===== src/rtl/led_arb_pkg.sv =====
// Shared types and helpers for the LED bank arbiter and its tick source.
// Latency: none (declarations and pure functions only).
// Backpressure: none; requesters hold req until they see grant.
package led_arb_pkg;

    typedef enum logic [1:0] {
        IDLE = 2'd0,
        HOLD = 2'd1,
        KEEP = 2'd2
    } state_t;

    localparam int         N_REQ      = 3;
    localparam logic [7:0] CHASE_SEED = 8'h01;
    localparam logic [7:0] LED_OFF    = 8'h00;

    // Lowest-index set bit wins; result is one-hot or zero.
    function automatic logic [N_REQ-1:0] pick_first(input logic [N_REQ-1:0] r);
        logic [N_REQ-1:0] g;
        g = '0;
        for (int i = N_REQ - 1; i >= 0; i--) begin
            if (r[i]) begin
                g    = '0;
                g[i] = 1'b1;
            end
        end
        return g;
    endfunction

    // Bits of strictly higher priority (lower index) than a one-hot owner.
    function automatic logic [N_REQ-1:0] higher_mask(input logic [N_REQ-1:0] owner);
        logic [N_REQ-1:0] m;
        logic             found;
        m     = '0;
        found = 1'b0;
        for (int i = 0; i < N_REQ; i++) begin
            if (owner[i]) found = 1'b1;
            if (!found)   m[i]  = 1'b1;
        end
        return m;
    endfunction

endpackage


===== src/rtl/led_tick_gen.sv =====
// Free-running divider producing a one-cycle tick every TICK_DIV cycles.
// Latency: tick is decoded from the counter, high while count = TICK_DIV-1.
// Backpressure: none; the counter never stalls.
module led_tick_gen #(
    parameter int TICK_DIV = 50_000_000
) (
    input  logic clk,
    input  logic rst,
    output logic tick
);

    localparam int            CW   = (TICK_DIV > 1) ? $clog2(TICK_DIV) : 1;
    localparam logic [CW-1:0] LAST = CW'(TICK_DIV - 1);

    logic [CW-1:0] count;

    assign tick = (count == LAST);

    // Count 0..TICK_DIV-1 and wrap on the tick cycle.
    always_ff @(posedge clk) begin
        if (rst)       count <= '0;
        else if (tick) count <= '0;
        else           count <= count + CW'(1);
    end

endmodule


===== src/rtl/led_display_arbiter.sv =====
// Shares one 8-bit LED bank among three requesters with fixed priority and tick-quantised minimum hold; idle shows a walking-one chase.
// Latency: 1 cycle from req/pat sampled to grant/led/busy, all registered.
// Backpressure: none; losers simply stay unserved until the owner's hold expires or it is preempted.
module led_display_arbiter
    import led_arb_pkg::*;
#(
    parameter int TICK_DIV   = 50_000_000,
    parameter int HOLD_TICKS = 2
) (
    input  logic             clk,
    input  logic             rst,
    input  logic [N_REQ-1:0] req,
    input  logic [7:0]       pat0,
    input  logic [7:0]       pat1,
    input  logic [7:0]       pat2,
    output logic [N_REQ-1:0] grant,
    output logic [7:0]       led,
    output logic             busy
);

    localparam int            HW        = $clog2(HOLD_TICKS + 1);
    localparam logic [HW-1:0] HOLD_LOAD = HW'(HOLD_TICKS);

    state_t           state;
    logic [HW-1:0]    hold_cnt;
    logic [7:0]       chase;
    logic             tick;
    logic             owner_req;
    logic [N_REQ-1:0] hi_req;
    logic [N_REQ-1:0] lo_req;
    logic [N_REQ-1:0] new_grant;
    logic             decide;

    led_tick_gen #(.TICK_DIV(TICK_DIV)) u_tick (
        .clk  (clk),
        .rst  (rst),
        .tick (tick)
    );

    function automatic logic [7:0] pat_of(input logic [N_REQ-1:0] g,
                                          input logic [7:0] p0,
                                          input logic [7:0] p1,
                                          input logic [7:0] p2);
        if (g[0])      return p0;
        else if (g[1]) return p1;
        else if (g[2]) return p2;
        else           return LED_OFF;
    endfunction

    assign owner_req = |(req & grant);
    assign hi_req    = req & higher_mask(grant);
    assign lo_req    = req & ~(higher_mask(grant) | grant);

    // Arbitration happens every cycle in KEEP, but only on the last tick of a hold.
    assign decide = (state == KEEP) ||
                    ((state == HOLD) && tick && (hold_cnt == HW'(1)));

    // Higher priority always wins; lower priority only once the owner has let go.
    always_comb begin
        new_grant = '0;
        if (|hi_req)         new_grant = pick_first(hi_req);
        else if (!owner_req) new_grant = pick_first(lo_req);
    end

    // Ownership FSM together with the chase, hold counter and output registers.
    always_ff @(posedge clk) begin
        if (rst) begin
            state    <= IDLE;
            grant    <= '0;
            led      <= LED_OFF;
            busy     <= 1'b0;
            chase    <= CHASE_SEED;
            hold_cnt <= '0;
        end else begin
            case (state)
                IDLE: begin
                    if (|req) begin
                        // A grant on a tick cycle takes precedence; chase stays put.
                        state    <= HOLD;
                        grant    <= pick_first(req);
                        led      <= pat_of(pick_first(req), pat0, pat1, pat2);
                        busy     <= 1'b1;
                        hold_cnt <= HOLD_LOAD;
                    end else begin
                        led <= chase;
                        if (tick) chase <= {chase[6:0], chase[7]};
                    end
                end
                default: begin
                    // HOLD and KEEP share the expiry/re-evaluation decision.
                    if ((state == HOLD) && tick && !decide)
                        hold_cnt <= hold_cnt - HW'(1);
                    if (decide) begin
                        if (|new_grant) begin
                            state    <= HOLD;
                            grant    <= new_grant;
                            led      <= pat_of(new_grant, pat0, pat1, pat2);
                            hold_cnt <= HOLD_LOAD;
                        end else if (owner_req) begin
                            state    <= KEEP;
                            led      <= pat_of(grant, pat0, pat1, pat2);
                            hold_cnt <= '0;
                        end else begin
                            state    <= IDLE;
                            grant    <= '0;
                            busy     <= 1'b0;
                            led      <= chase;
                            hold_cnt <= '0;
                        end
                    end else if (owner_req) begin
                        led <= pat_of(grant, pat0, pat1, pat2);
                    end
                end
            endcase
        end
    end

endmodule


===== config.mk =====
export PLATFORM = sky130hd
export DESIGN_NAME = led_display_arbiter
export DESIGN_NICKNAME = d
export VERILOG_FILES = /design/src/rtl/led_arb_pkg.sv /design/src/rtl/led_tick_gen.sv /design/src/rtl/led_display_arbiter.sv
export SDC_FILE = /design/constraint.sdc
export NUM_CORES = 1
export LEC_CHECK = 0
export CORE_MARGIN = 2
export CORE_UTILIZATION = 55
export DETAILED_ROUTE_END_ITERATION = 7
export DONT_BUFFER_PORTS = 1
export GPL_TIMING_DRIVEN = 0
export PLACE_DENSITY = 0.73
export SYNTH_ARGS = -nofsm -noshare
export SYNTH_HDL_FRONTEND = slang
export SYNTH_SLANG_ARGS = --single-unit

===== constraint.sdc =====
create_clock -name clk -period 2.4 [get_ports clk]
set_input_delay 0.72 -clock clk [delete_from_list [all_inputs] [get_ports clk]]
set_output_delay 0.72 -clock clk [all_outputs]
set_load 0.02 [all_outputs]

# Word-level counts from Yosys, hierarchy flattened
# Index checks and enable logic that the tools add are counted.
# op_classes
n_reduce_logical,19
n_eq_ne,8
add_sub_neg,2
muxes,54
bitwise_logic,6
# op_table
operator,count
8-bit 2-to-1 mux,15
3-bit 2-to-1 mux,18
"26-bit by 1-bit adder with 26-bit output, second input constant",1
"26-bit == test, second input constant",1
2-bit 2-to-1 mux,10
3-bit OR reduction,4
1-bit 2-to-1 mux,11
3-bit AND,3
3-bit AND reduction,2
3-bit nonzero test,2
"2-bit by 1-bit == test with 1-bit output, second input constant",2
"2-bit by 1-bit inequality test with 1-bit output, second input constant",2
2-bit AND reduction,2
4-bit AND reduction,1
1-bit logical AND,3
"3-bit by 1-bit inequality test with 1-bit output, second input constant",1
3-bit inverter,1
3-bit OR,1
"2-bit == test, second input constant",1
2-bit logical NOT,1
"2-bit inequality test, second input constant",1
2-bit nonzero test,1
2-bit OR reduction,1
"2-bit by 1-bit subtractor with 2-bit output, second input constant",1
other kinds (3),3
# word_totals
in_bits,29
wordCells,96
output_inout_bits,12
reg_bits,50

# Depth between registers and ports, before layout
# depth
word_depth,18
mapped_depth,9

# Hierarchy
# A second synthesis with hierarchy kept.
# hier_totals
cells_unflattened,400
area_unflattened_um2,3173.0
# by_module_without_submodules
mod,instances,area_per_inst_um2,cells_each,seq_area_each_um2
led_display_arbiter,1,1911.8,258,480.5
led_tick_gen,1,1261.2,142,520.5

# Least setup slack after synthesis
# Ideal clock, no wire load.
# synth_path
kind,input-to-reg
startpoint,input req[0]
endpoint,register chase[0]
path_buffers,2
arrival_time_ns,2.312
setup_slack_ns,-0.032
path_stages,7
cell_sequence,clkbuf_1 -> or3_1 -> nor2_1 -> and4_1 -> buf_4 -> nor2b_1 -> a211o_1
# synth_via
elab_chain_len,3
# synth_lines
item,line,source
"start, declared",led_display_arbiter.sv:12,"input logic [N_REQ-1:0] req,"
3-bit OR reduction,led_display_arbiter.sv:77,if (|req) begin
1-bit inverter (no source line),-,
3-bit AND reduction (no source line),-,
"end signal, assigned",led_display_arbiter.sv:86,"if (tick) chase <= {chase[6:0], chase[7]};"
"end, declared",led_display_arbiter.sv:26,logic [7:0] chase;
# No other way between the ends.
# A chain may end at the register's enable or synchronous reset.

# Worst setup path in the final report
# layout_path
startpoint,register state[0]
endpoint,register chase[0]
# layout_via
elab_chain_len,2
# layout_lines
item,line,source
"start, declared",led_display_arbiter.sv:24,state_t state;
"start signal, assigned",led_display_arbiter.sv:68,state <= IDLE;
"start signal, assigned",led_display_arbiter.sv:79,state <= HOLD;
"start signal, assigned",led_display_arbiter.sv:95,state <= HOLD;
2-bit logical NOT,led_display_arbiter.sv:75,case (state)
3-bit AND reduction (no source line),-,
# No other way between the ends.

==> run metrics <==
outcome complete, but fails checks; failing checks DRC; Clock Path Buffers 2; Starting Density about 57%; Reg clk slew, reported paths ~0.1 ns; total core area ~5500 um2; cells on worst reg2reg path 7; via count of the first global-routing pass roughly 2,800; Synth Flop Type dfxtp_1; R2R setup slack ~0.11 ns; hold_sp hold_cnt[1]$_SDFFE_PP0P_; Die Width a little under 80 um; Pins Over Slew Limit 0; MaxCap Viol Count 0; per-cell routed wire length 18.1 um; Net Count, Synth between 400 and 500; Antenna Cells 0; DRT iter0 DRCs ~320; Vias/cell 6.64; worst slack, placed -0.331 ns; synthesized flop and latch total 50; std cell rows 27; io pins 41; Adder-Cell Fraction of Synth Area less than 1%; CP Class flop to flop; Startpoint Class flop; switching component of the power 0.000507 W; Yosys warning count 0; CTS tree done; share of the synthesized area in the top cell type between 30% and 40%; initial antenna violation count 0; Pwr per Cell Area 507 nW/um2; FMAX ~0.44 GHz; simple-gate share of the synthesized area between 20% and 30%; Area Overhead vs Synth 7.58%; final setup vio count 0; worst r2r dst chase[0]$_SDFFE_PP1P_; Slew @ Worst Pin slightly below 0.7 ns; Multi-input gate area 1990 um2; top post-synthesis cells by area dfxtp_1 32%, nor2_1 7.1%, nand2_1 3.7%; Die Height roughly 79 um; clock sinks 50; post-synthesis mux area share 2.89%; first-pass iteration count of the detailed router 8; internal cell power ~0.0012 W; Net Sw Frac roughly 30%; Clk Latency, worst-skew pair 0.31 ns; Port Buf Inserts 0; DP Area about 3200 um2; Logic pwr share between 10% and 20%; hold slack 0.474 ns; Seq pwr share between 50% and 60%; P_leak around 1.2 nW; post-synthesis sequential area ratio approximately a third; Worst Path Arrival 2.50 ns; peak supply drop 285 uV; EDFF count, synth 0; PnR worst setup slack approximately 0.11 ns; Final Wtd Congestion just under 0.9; clk root buf clkbuf_8; clk_skew 0.00925 ns; nets roughly 430; total CTS buffers 5; Worst Path Max Fanout 10; main combinational cell family by area after synthesis compound AO/OA/AOI/OAI gates; Synth Area in Compound Gates about 28%; drt drc 2; antenna viol nets, final 0; final hold vios 0; total number of vias 3,146; hold depth 2; Synth Cell Area between 3000 and 4000 um2; period utilization 95.4%; Design Area, Final around 3400 um2; Avg Inst Size Synth approximately 8.0 um2; share of cells above drive strength 1 10.7%; drt total wl roughly 8600 um; Period minus WS final 2.29 ns; CTS Hold Buffers Added 0; DP Wirelength about 6000 um; Worst setup EP type flop; clock power share a little under a third; Post-Synthesis Cells ~390; Layout fillers 520; total track usage ~28%; hold endpoint hold_cnt[1]$_SDFFE_PP0P_; Post-Synth XOR/XNOR Area approximately 6.2%; Worst Hold Class flop to flop; H-tree levels 2; Yosys top cell by area dfxtp_1; worst flop-to-flop path startpoint state[0]$_SDFFE_PP0P_; Rel. slew slack a little over half; Overflow after GRT 0; Seq. cell area between 1000 and 1500 um2; Critical Path RT approximately 2.6 ns; largest net degree at the start of global routing 16; first-pass GRT wire length 13,600 um; Yosys cell types 61; Synth async-reset ratio 0%; die area 6290 um2
cell usage after synthesis, types with 2 or more instances:
cell type	instances
a22oi_1	15
a222oi_1	8
mux2i_1	9
buf_1	2
a211oi_1	3
ha_1	2
a221oi_1	10
o211a_1	7
and3_1	7
xnor2_1	11
and4_1	2
a21oi_1	18
o211ai_1	7
xor2_1	11
buf_2	2
a21o_1	8
nor2_1	59
or3_1	4
nand4_1	8
dfxtp_1	50
buf_4	4
nor3_1	15
o21ai_0	18
o21ba_2	6
inv_1	7
clkbuf_1	18
nand2_1	31
nor2b_1	6
nand3_1	12
cells by family (layout without fill, tap and decap cells):
kind of cell / Yosys count / count (layout)
simple gates: 159 / 159
compound gates: 115 / 115
flops: 50 / 50
buf+inv: 35 / 45
xor+xnor: 22 / 22
mux: 9 / 9
fa+ha+maj: 2 / 2
critical path, stage by stage, from the launching register on:
cell and delay (ns):
dfxtp_1 0.31, clkbuf_1 0.46, inv_1 0.19, nand2_1 0.39, nor2_4 0.15, and4_1 0.22
buf_4 0.18, a211o_1 0.29
state kept, by name, summed over array words and instances (netlist names):
| signal | cells |
|---|---|
| grant | 3 |
| busy | 1 |
| chase | 8 |
| hold_cnt | 2 |
| u_tick.count | 26 |
| led | 8 |
| state | 2 |
metrics by stage:
stage,cells,util (%),TNS (ns),power [W]
global placement,464,58.3,-3.30,0.00118
global route,474,60.9,-0.0291,0.00177
CTS,472,60.1,0,0.00171
floorplan,392,-,0,0.00112
finish,474,60.9,0,0.00170
detailed placement,464,58.3,-4.24,0.00118
layer usage:
metal / track usage (%) / up-vias / part of all wire [%]
li1: - / 1472 / -
met1: 35.2 / 1474 / 42
met2: 45.5 / 172 / 47
met3: 5.80 / 28 / 9.4
met4: 11.4 / 0 / 2.3
met5: 0 / - / 0
layout by cell type (no fill, tap or decap), drive strengths merged, types with 2 or more instances in the layout:
master,Yosys,final
nor2,60,60
dfxtp,50,50
nand2,31,31
clkbuf,18,25
o21ai,19,19
a21oi,18,18
a22oi,15,15
nor3,15,15
nand3,13,13
xnor2,11,11
xor2,11,11
a221oi,10,10
buf,9,10
mux2i,9,9
a21o,9,9
nand4,8,8
a222oi,8,8
inv,7,7
and3,7,7
o211ai,7,7
o211a,7,7
o21ba,7,7
nor2b,6,6
or3,4,4
a211oi,3,3
and4,3,3
ha,2,2
or2,2,2
clkinv,1,2
o22ai,2,2
nor4b,2,2
power by group through the flow:
| stage | clock (W) | combinational (W) | sequential (W) |
|---|---|---|---|
| 2_1_floorplan | 0 | 0.000205 | 0.000911 |
| 3_3_place_gp | 0 | 0.000260 | 0.000917 |
| 3_5_place_dp | 0 | 0.000264 | 0.000917 |
| 4_1_cts | 0.000547 | 0.000265 | 0.000898 |
| 5_1_grt | 0.000572 | 0.000300 | 0.000901 |
| 6_report | 0.000528 | 0.000277 | 0.000897 |
cell type report:
| class | instances | share of cell area [%] |
|---|---|---|
| Multi-Input combinational cell | 307 | 59.3 |
| Sequential cell | 50 | 29.8 |
| Buffer | 27 | 4.03 |
| Tap cell | 72 | 2.68 |
| Clock buffer | 6 | 2.46 |
| Inverter | 8 | 0.895 |
| Timing Repair Buffer | 2 | 0.447 |
| Clock inverter | 2 | 0.373 |
worst max-delay path by stage:
stage | from | endpoint | slack (ns) | cells past startpoint
after CTS | grant[2]$_SDFFE_PP0P_ | led[7]$_SDFFE_PP0P_ | 0.02 | 7
final | state[0]$_SDFFE_PP0P_ | chase[0]$_SDFFE_PP1P_ | 0.11 | 7
after floorplan | req[0] | chase[0]$_SDFFE_PP1P_ | 0.07 | 7
after global routing | req[0] | led[6]$_SDFFE_PP0P_ | -0.02 | 8
after global placement | req[0] | led[7]$_SDFFE_PP0P_ | -0.30 | 6
after detailed placement | req[0] | led[7]$_SDFFE_PP0P_ | -0.33 | 6
repair_timing:
item,CTS,global route
gates cloned,0,0
pin swaps,0,2
gates resized for setup,1,12
endpoints found under the setup margin,1,17
buffers inserted,0,2
No activity file was read; power rests on OpenSTA's default activity.
